==> src/rtl/synchronizer_handshake_receiver.sv <==
// Destination side of a 4-phase request/acknowledge clock-domain crossing.
// Synchronizes the request, captures the source word, hands it to the consumer, then acknowledges.
`timescale 1ns/1ps
module synchronizer_handshake_receiver #(
    parameter int WIDTH  = 8,
    parameter int STAGES = 2
) (
    input  logic             clock,
    input  logic             resetn,
    input  logic             source_request,
    input  logic [WIDTH-1:0] source_data,
    output logic             source_acknowledge,
    output logic [WIDTH-1:0] destination_data,
    output logic             destination_valid,
    input  logic             destination_ready
);

    typedef enum logic [1:0] {
        IDLE        = 2'd0,
        VALID       = 2'd1,
        ACKNOWLEDGE = 2'd2
    } state_t;

    state_t            state;
    state_t            state_next;
    logic [STAGES-1:0] sync_chain;
    logic              request_synced;
    logic              capture;
    logic              valid_next;
    logic              acknowledge_next;

    // Request synchronizer: only the last flop is allowed to reach control logic.
    generate
        if (STAGES == 1) begin : g_single
            always_ff @(posedge clock) begin
                if (!resetn) begin
                    sync_chain <= '0;
                end else begin
                    sync_chain <= source_request;
                end
            end
        end else begin : g_chain
            always_ff @(posedge clock) begin
                if (!resetn) begin
                    sync_chain <= '0;
                end else begin
                    sync_chain <= {sync_chain[STAGES-2:0], source_request};
                end
            end
        end
    endgenerate

    assign request_synced = sync_chain[STAGES-1];

    always_ff @(posedge clock) begin
        if (!resetn) begin
            state <= IDLE;
        end else begin
            state <= state_next;
        end
    end

    always_comb begin
        state_next = state;
        case (state)
            IDLE:        if (request_synced)    state_next = VALID;
            VALID:       if (destination_ready) state_next = ACKNOWLEDGE;
            ACKNOWLEDGE: if (!request_synced)   state_next = IDLE;
            default:                            state_next = IDLE;
        endcase
    end

    // Outputs are decoded from the next state so that they leave the block as flop outputs.
    always_comb begin
        capture          = (state == IDLE) && request_synced;
        valid_next       = (state_next == VALID);
        acknowledge_next = (state_next == ACKNOWLEDGE);
    end

    always_ff @(posedge clock) begin
        if (!resetn) begin
            destination_valid  <= 1'b0;
            source_acknowledge <= 1'b0;
            destination_data   <= '0;
        end else begin
            destination_valid  <= valid_next;
            source_acknowledge <= acknowledge_next;
            if (capture) begin
                destination_data <= source_data;
            end
        end
    end

endmodule
==> config.mk <==
export PLATFORM = sky130hd
export DESIGN_NAME = synchronizer_handshake_receiver
export DESIGN_NICKNAME = d
export VERILOG_FILES = /design/src/rtl/synchronizer_handshake_receiver.sv
export SDC_FILE = /design/constraint.sdc
export NUM_CORES = 1
export LEC_CHECK = 0
export BUFFER_PORTS_ARGS = -buffer_cell sky130_fd_sc_hd__buf_2
export CAP_MARGIN = 30
export CORE_AREA = 8 8 45 47
export DETAILED_ROUTE_END_ITERATION = 10
export DIE_AREA = 0 0 53 55
export PLACE_DENSITY = 0.67
export SYNTH_ARGS = -nofsm -noshare
export SYNTH_HDL_FRONTEND = slang
export SYNTH_SLANG_ARGS = --single-unit
==> constraint.sdc <==
create_clock -name clock -period 1.1 [get_ports clock]
set_clock_uncertainty 0.05 [all_clocks]
set_input_delay 0.165 -clock clock [delete_from_list [all_inputs] [get_ports clock]]
set_output_delay 0.165 -clock clock [all_outputs]
set_load 0.005 [all_outputs]
==> results by group, run 1 <==
STA
  • Setup ws final: 84.94 ps
  • Slew headroom: 76.67%
  • Fin crit period: 1015 ps
  • Fin crit share: 92.28%
  • Max Fclk: 985.2 MHz
  • Endpoints failing hold: 0
  • Number of setup violations in the final report: 0
  • Worst-margin pin slew: 341.2 ps
  • Pins over their slew limit: 0

Global route
  • Vias in the first global route: 424
  • Largest net degree at the start of global routing: 19
  • GRT overflow: 0
  • Initial antenna violation count: 0
  • First-pass GRT wire length: 1683 um
  • Gr usage total: 8.288%

Critical path
  • Crit Path Class: register to register
  • Worst path cell trace: nor3b_2, buf_6, mux2i_1
  • Slowest-stage cell, CP: dfxtp_1
  • Buf+Inv Stages, Crit Path: 1
  • Arr. time, crit path: 1180 ps
  • Internal reg-to-reg setup slack: 80 ps
  • Critical R2R Capture: destination_data[4]
  • Largest stage delay, worst path: 330 ps
  • Cell depth of the worst setup path: 3
  • Crit path max fanout: 8
  • Critical path required time: 1270 ps
  • R2R depth: 3
  • CP Capture Type: register
  • Startpoint types: register
  • Reg-to-Reg Start: state[1]
  • Crit path max-delay family: flip-flops

Cells and area
  • Fill count: 138
  • Final antenna diode count: 0
  • Area taken by multi-input logic gates: 211.5 um^2
  • Cell Count, Final, Fillers Out: 93
  • Layout net count: 90
  • Area growth from synthesis to layout: 33.17%
  • Reg area: 282.8 um^2
  • Post-layout instance area: 688.2 um^2
  • Layout cell share with drive strength beyond 1: 41.56%

Placement
  • Placed cell areas: 640.6 um^2
  • Dpl cells: 89
  • Post-Place Setup Slack: 45.97 ps
  • PortBufs: 21
  • HPWL Detailed: 780.9 um
  • GPL Wtd Cong: 0.6817

Yosys
  • Synthesized cell area: 516.7 um^2
  • Unique masters post-synth: 13
  • Yosys top cell area share: 54.24%
  • Post-synthesis sequential area ratio: 54.24%
  • Largest cells by area after synthesis: dfxtp_1 (54%), mux2i_1 (15%), nand2_1 (12%)
  • YS warnings: 0
  • Syn_area_per_cell: 9.937 um^2
  • Largest area contributor in the netlist: dfxtp_1
  • Cells after Synth: 52
  • Syn nets: 64
  • Synthesized flop and latch total: 14

Clock tree
  • Clk sink count: 14
  • CTS tree: built
  • Post-CTS Setup Repair Bufs: 0
  • CTS root buffer: clkbuf_4
  • Num CTS Buffers: 3
  • Clock slew at reported path FFs: 90 ps
  • Later-pin clock latency in the skew report: 280 ps
  • Max clock buf depth: 2
  • CTS HTree Levels: 1

Flow run
  • Number of max-cap violations: 0

Hold path
  • Hold Path Class: input pin to register
  • Min-delay src: source_request
  • Min-Delay Endpoint: sync_chain[0]
  • Hold path cells: 2

Drt
  • Drt drc: 0
  • Routed wire length: 1034 um
  • DRT Pass-1 Iters: 2
  • Remaining antenna violation count: 0
  • Vias: 425
  • Initial DRC count: 5
  • Via/cell ratio: 4.570
  • WL/cell: 11.12 um

Floorplan
  • Die W: 53 um
  • Io pins: 22
  • Initial Util: 37.34%
  • Die ar.: 2915 um^2
  • FP Rows: 14
  • Core area: 1384 um^2
  • Overall die height: 55 um

Power and ir drop
  • Pleak: 0.3184 nW
  • PD cells: 1446 nW/um^2
  • Max IR drop VDD: 1030 uV

Run status
  • Status: finished clean
registers in the layout, indices dropped and copies added (netlist names):
signal and count:
destination_data 8, destination_valid 1, source_acknowledge 1, state 2, sync_chain 2
cells in the mapped netlist:
library cell and number:
nor3b_1 1, nor2_1 1, dfxtp_1 14, buf_4 1, buf_6 1, nand3b_1 2
a2111oi_0 2, buf_2 1, and2_1 2, a21oi_1 2, mux2i_1 8, nand2_1 16
inv_4 1
cell usage in the layout, fill, tap and decap left out, drive strengths merged, types with 2 or more instances in the layout:
| master | count |
|---|---|
| a2111oi | 2 |
| a21oi | 2 |
| and2 | 2 |
| buf | 24 |
| clkbuf | 4 |
| dfxtp | 14 |
| mux2i | 8 |
| nand2 | 16 |
| nand3b | 2 |
timing repair:
item	in CTS	in global routing
endpoints found under the setup margin	0	7
gates resized for setup	0	4
hold buffers	0	0
worst max path at each step:
stage / start / endpoint / slack [ps]
after floorplan: state[1] / destination_data[0] / 120
after global placement: state[0] / destination_data[7] / 60
after detailed placement: state[0] / destination_data[6] / 50
after CTS: state[0] / destination_data[4] / 20
after global routing: state[1] / destination_data[6] / -20
final: state[1] / destination_data[4] / 80
power breakdown:
part | internal [mW] | switching [mW] | leakage [nW]
Sequential | 0.526 | 0.00952 | 0.115
Combinational | 0.0468 | 0.0400 | 0.183
Clock | 0.202 | 0.171 | 0.0210
through the flow:
stage | hold slack [ps] | power [mW] | utilization, % | setup TNS, ps
2_1_floorplan | 228.2 | 0.5951 | - | 0
3_5_place_dp | 327.7 | 0.6335 | 46.29 | 0
4_1_cts | 17.41 | 1.012 | 48.92 | 0
3_3_place_gp | 324.3 | 0.6324 | 46.29 | 0
6_report | 35.03 | 0.9953 | 49.73 | 0
5_1_grt | 16.86 | 1.056 | 49.73 | -18.29
final cells by class:
type | instances | share of cell area (%)
flip-flops and latches | 14 | 41.09
multi-input cells | 34 | 30.73
repair buffers | 24 | 19.09
clock buffers | 4 | 5.273
well taps | 16 | 2.909
inverters | 1 | 0.9091
logic make-up after synthesis:
logic type      synth area share, %
compound gates                5.328
simple gates                  19.13
flops                         54.24
buf+inv                       5.811
mux                           15.50
per-layer routing:
layer	global-route usage [%]	vias to the layer above	routed length, um
met2	11.72	14	493
met5	0	-	0
met4	5.172	0	13
met1	7.846	185	411
li1	-	224	-
met3	7.487	2	115
Power figures use the tool's default switching activity.
==> run 2: changes to the inputs <==
clock period = 1 ns   (was 1.1 ns; I/O delays follow)
==> run 2 against run 1 <==
The run now ends with negative setup slack left. Register-to-register slack got worse by 130 ps. Final cell count rose by 2.2%. First-iteration DRC count is the same. Critical path type unchanged. Largest cell class unchanged. Highest routed layer unchanged.
==> results by group, run 2 (synthesis gave the netlist of run 1 again) <==
Floorplan
  • Core area: 1384 um^2 (unchanged)
  • FP Rows: 14 (unchanged)
  • Die W: 53 um (unchanged)
  • Initial Util: 37.34% (unchanged)
  • Overall die height: 55 um (unchanged)
  • Io pins: 22 (unchanged)
  • Die ar.: 2915 um^2 (unchanged)

Cells and area
  • Largest Register: destination_data
  • Area growth from synthesis to layout: 36.56%
  • Layout cell share with drive strength beyond 1: 43.04% (+1.5 points)
  • Final antenna diode count: 0 (unchanged)
  • Most frequent cells in the layout: buf_2 (21), nand2_1 (16), dfxtp_1 (12)
  • Layout net count: 92 (+2.2%)
  • Top flop regs: destination_data x8, state x2, sync_chain x2
  • Most common cell after layout, fill and taps aside: buf_2
  • Number of flip-flops in the largest register: 8 (unchanged)
  • Fill count: 137 (-0.72%)
  • Post-Route Utilization: 50.99% (+1.3 points)

Critical path
  • CP Capture Type: register
  • Critical path required time: 1090 ps (-180 ps)
  • Crit path max fanout: 2 (-6)
  • Arr. time, crit path: 1140 ps (-40 ps)
  • Crit Path Class: register to register
  • Startpoint types: register

Clock tree
  • Max clock buf depth: 2 (unchanged)
  • CTS tree: built
  • Num CTS Buffers: 3 (unchanged)
  • Later-pin clock latency in the skew report: 270 ps (about the same)
  • Clock slew at reported path FFs: 90 ps (about the same)
  • CTS resizes: 4 (+4)
  • Clk sink count: 14 (unchanged)
  • CTS HTree Levels: 1 (unchanged)
  • Hold-fix buffers, CTS: 0 (unchanged)
  • Post-CTS Setup Repair Bufs: 0 (unchanged)
  • CTS root buffer: clkbuf_4

Drt
  • Remaining antenna violation count: 0 (unchanged)
  • Routed wire length: 1218 um (+18%)
  • DRT Pass-1 Iters: 3 (+1)
  • Via/cell ratio: 4.579 (+0.20%)
  • WL/cell: 12.82 um (+15%)
  • Drt drc: 0 (unchanged)
  • Vias: 435 (+2.4%)
  • Initial DRC count: 5 (unchanged)

Global route
  • Largest net degree at the start of global routing: 19 (unchanged)
  • Vias in the first global route: 435 (+2.6%)
  • GRT overflow: 0 (unchanged)
  • Gr usage total: 8.310% (+0.023 points)
  • Initial antenna violation count: 0 (unchanged)
  • First-pass GRT wire length: 1794 um (+6.6%)

STA
  • Max Fclk: 956.3 MHz (-2.9%)
  • RSZ-0062 raised after global routing: true
  • Number of setup violations in the final report: 9 (+9)
  • Setup ws final: -45.66 ps (-130.6 ps)
  • Slew headroom: 74.00% (-2.7 points)
  • Endpoints failing hold: 0 (unchanged)
  • Fin crit share: 104.6% (+12 points)
  • Pins over their slew limit: 0 (unchanged)
  • Fin crit period: 1046 ps (+30.59 ps)
  • Worst-margin pin slew: 389.0 ps (+47.88 ps)

Power and ir drop
  • Pleak: 0.3291 nW (+3.4%)
  • Total power draw: 1.099 mW (+10%)
  • Max IR drop VDD: 792.4 uV (-23%)
  • PD cells: 1558 nW/um^2 (+7.7%)

Run status
  • Status: finished, violations left
  • Failing checks: negative setup slack

Hold path
  • Hold Path Class: input pin to register

Flow run
  • Number of max-cap violations: 0 (unchanged)

Placement
  • PortBufs: 21 (unchanged)
  • GPL Wtd Cong: 0.6778 (-0.57%)
run 2: path summary, 6_finish.rpt:
kind | start | to | slack [ps] | depth (start not counted)
max | sync_chain[1] | state[0] | -50 | 3
min | source_request | sync_chain[0] | 20 | 2
max reg2reg | sync_chain[1] | state[0] | -50 | 3
min reg2reg | sync_chain[0] | sync_chain[1] | 390 | 1
run 2: routing by layer:
metal	track usage, %	wire length (um)	part of all wire, %
met1	8.837	466	38
met2	13.48	652	54
met3	3.476	86	7.1
met4	5.172	12	0.99
met5	0	0	0
run 2: final cells by class:
type | count | area, um^2 | area share, %
Clock buffer | 4 | 36.28 | 5.142
Sequential cell | 14 | 282.8 | 40.07
Inverter | 1 | 6.256 | 0.8865
Tap cell | 16 | 20.02 | 2.837
Timing Repair Buffer | 26 | 146.4 | 20.74
Multi-Input combinational cell | 34 | 214.0 | 30.32
run 2: critical path: stages, from the launching register on:
cell and delay [ps]:
dfxtp_1 330, buf_4 100, nor2_1 50, a2111oi_1 380
run 2: power breakdown:
| group | internal (mW) | switching [mW] |
|---|---|---|
| Clock | 0.221 | 0.182 |
| Combinational | 0.0567 | 0.0502 |
| Sequential | 0.579 | 0.0106 |
| Total | 0.857 | 0.243 |
run 2: stage by stage:
step           TNS (ps)  hold WS [ps]  cells  area, um^2  setup slack [ps]
6_report         -289.1         24.51     95       705.7            -45.66
5_1_grt          -815.5         36.17     95       705.7            -162.1
2_1_floorplan         0         213.2     52       516.7             22.28
4_1_cts          -201.0         19.14     95       703.2            -46.89
3_5_place_dp     -632.2         310.5     91       655.6            -103.6
3_3_place_gp     -150.3         309.0     91       655.6            -30.55
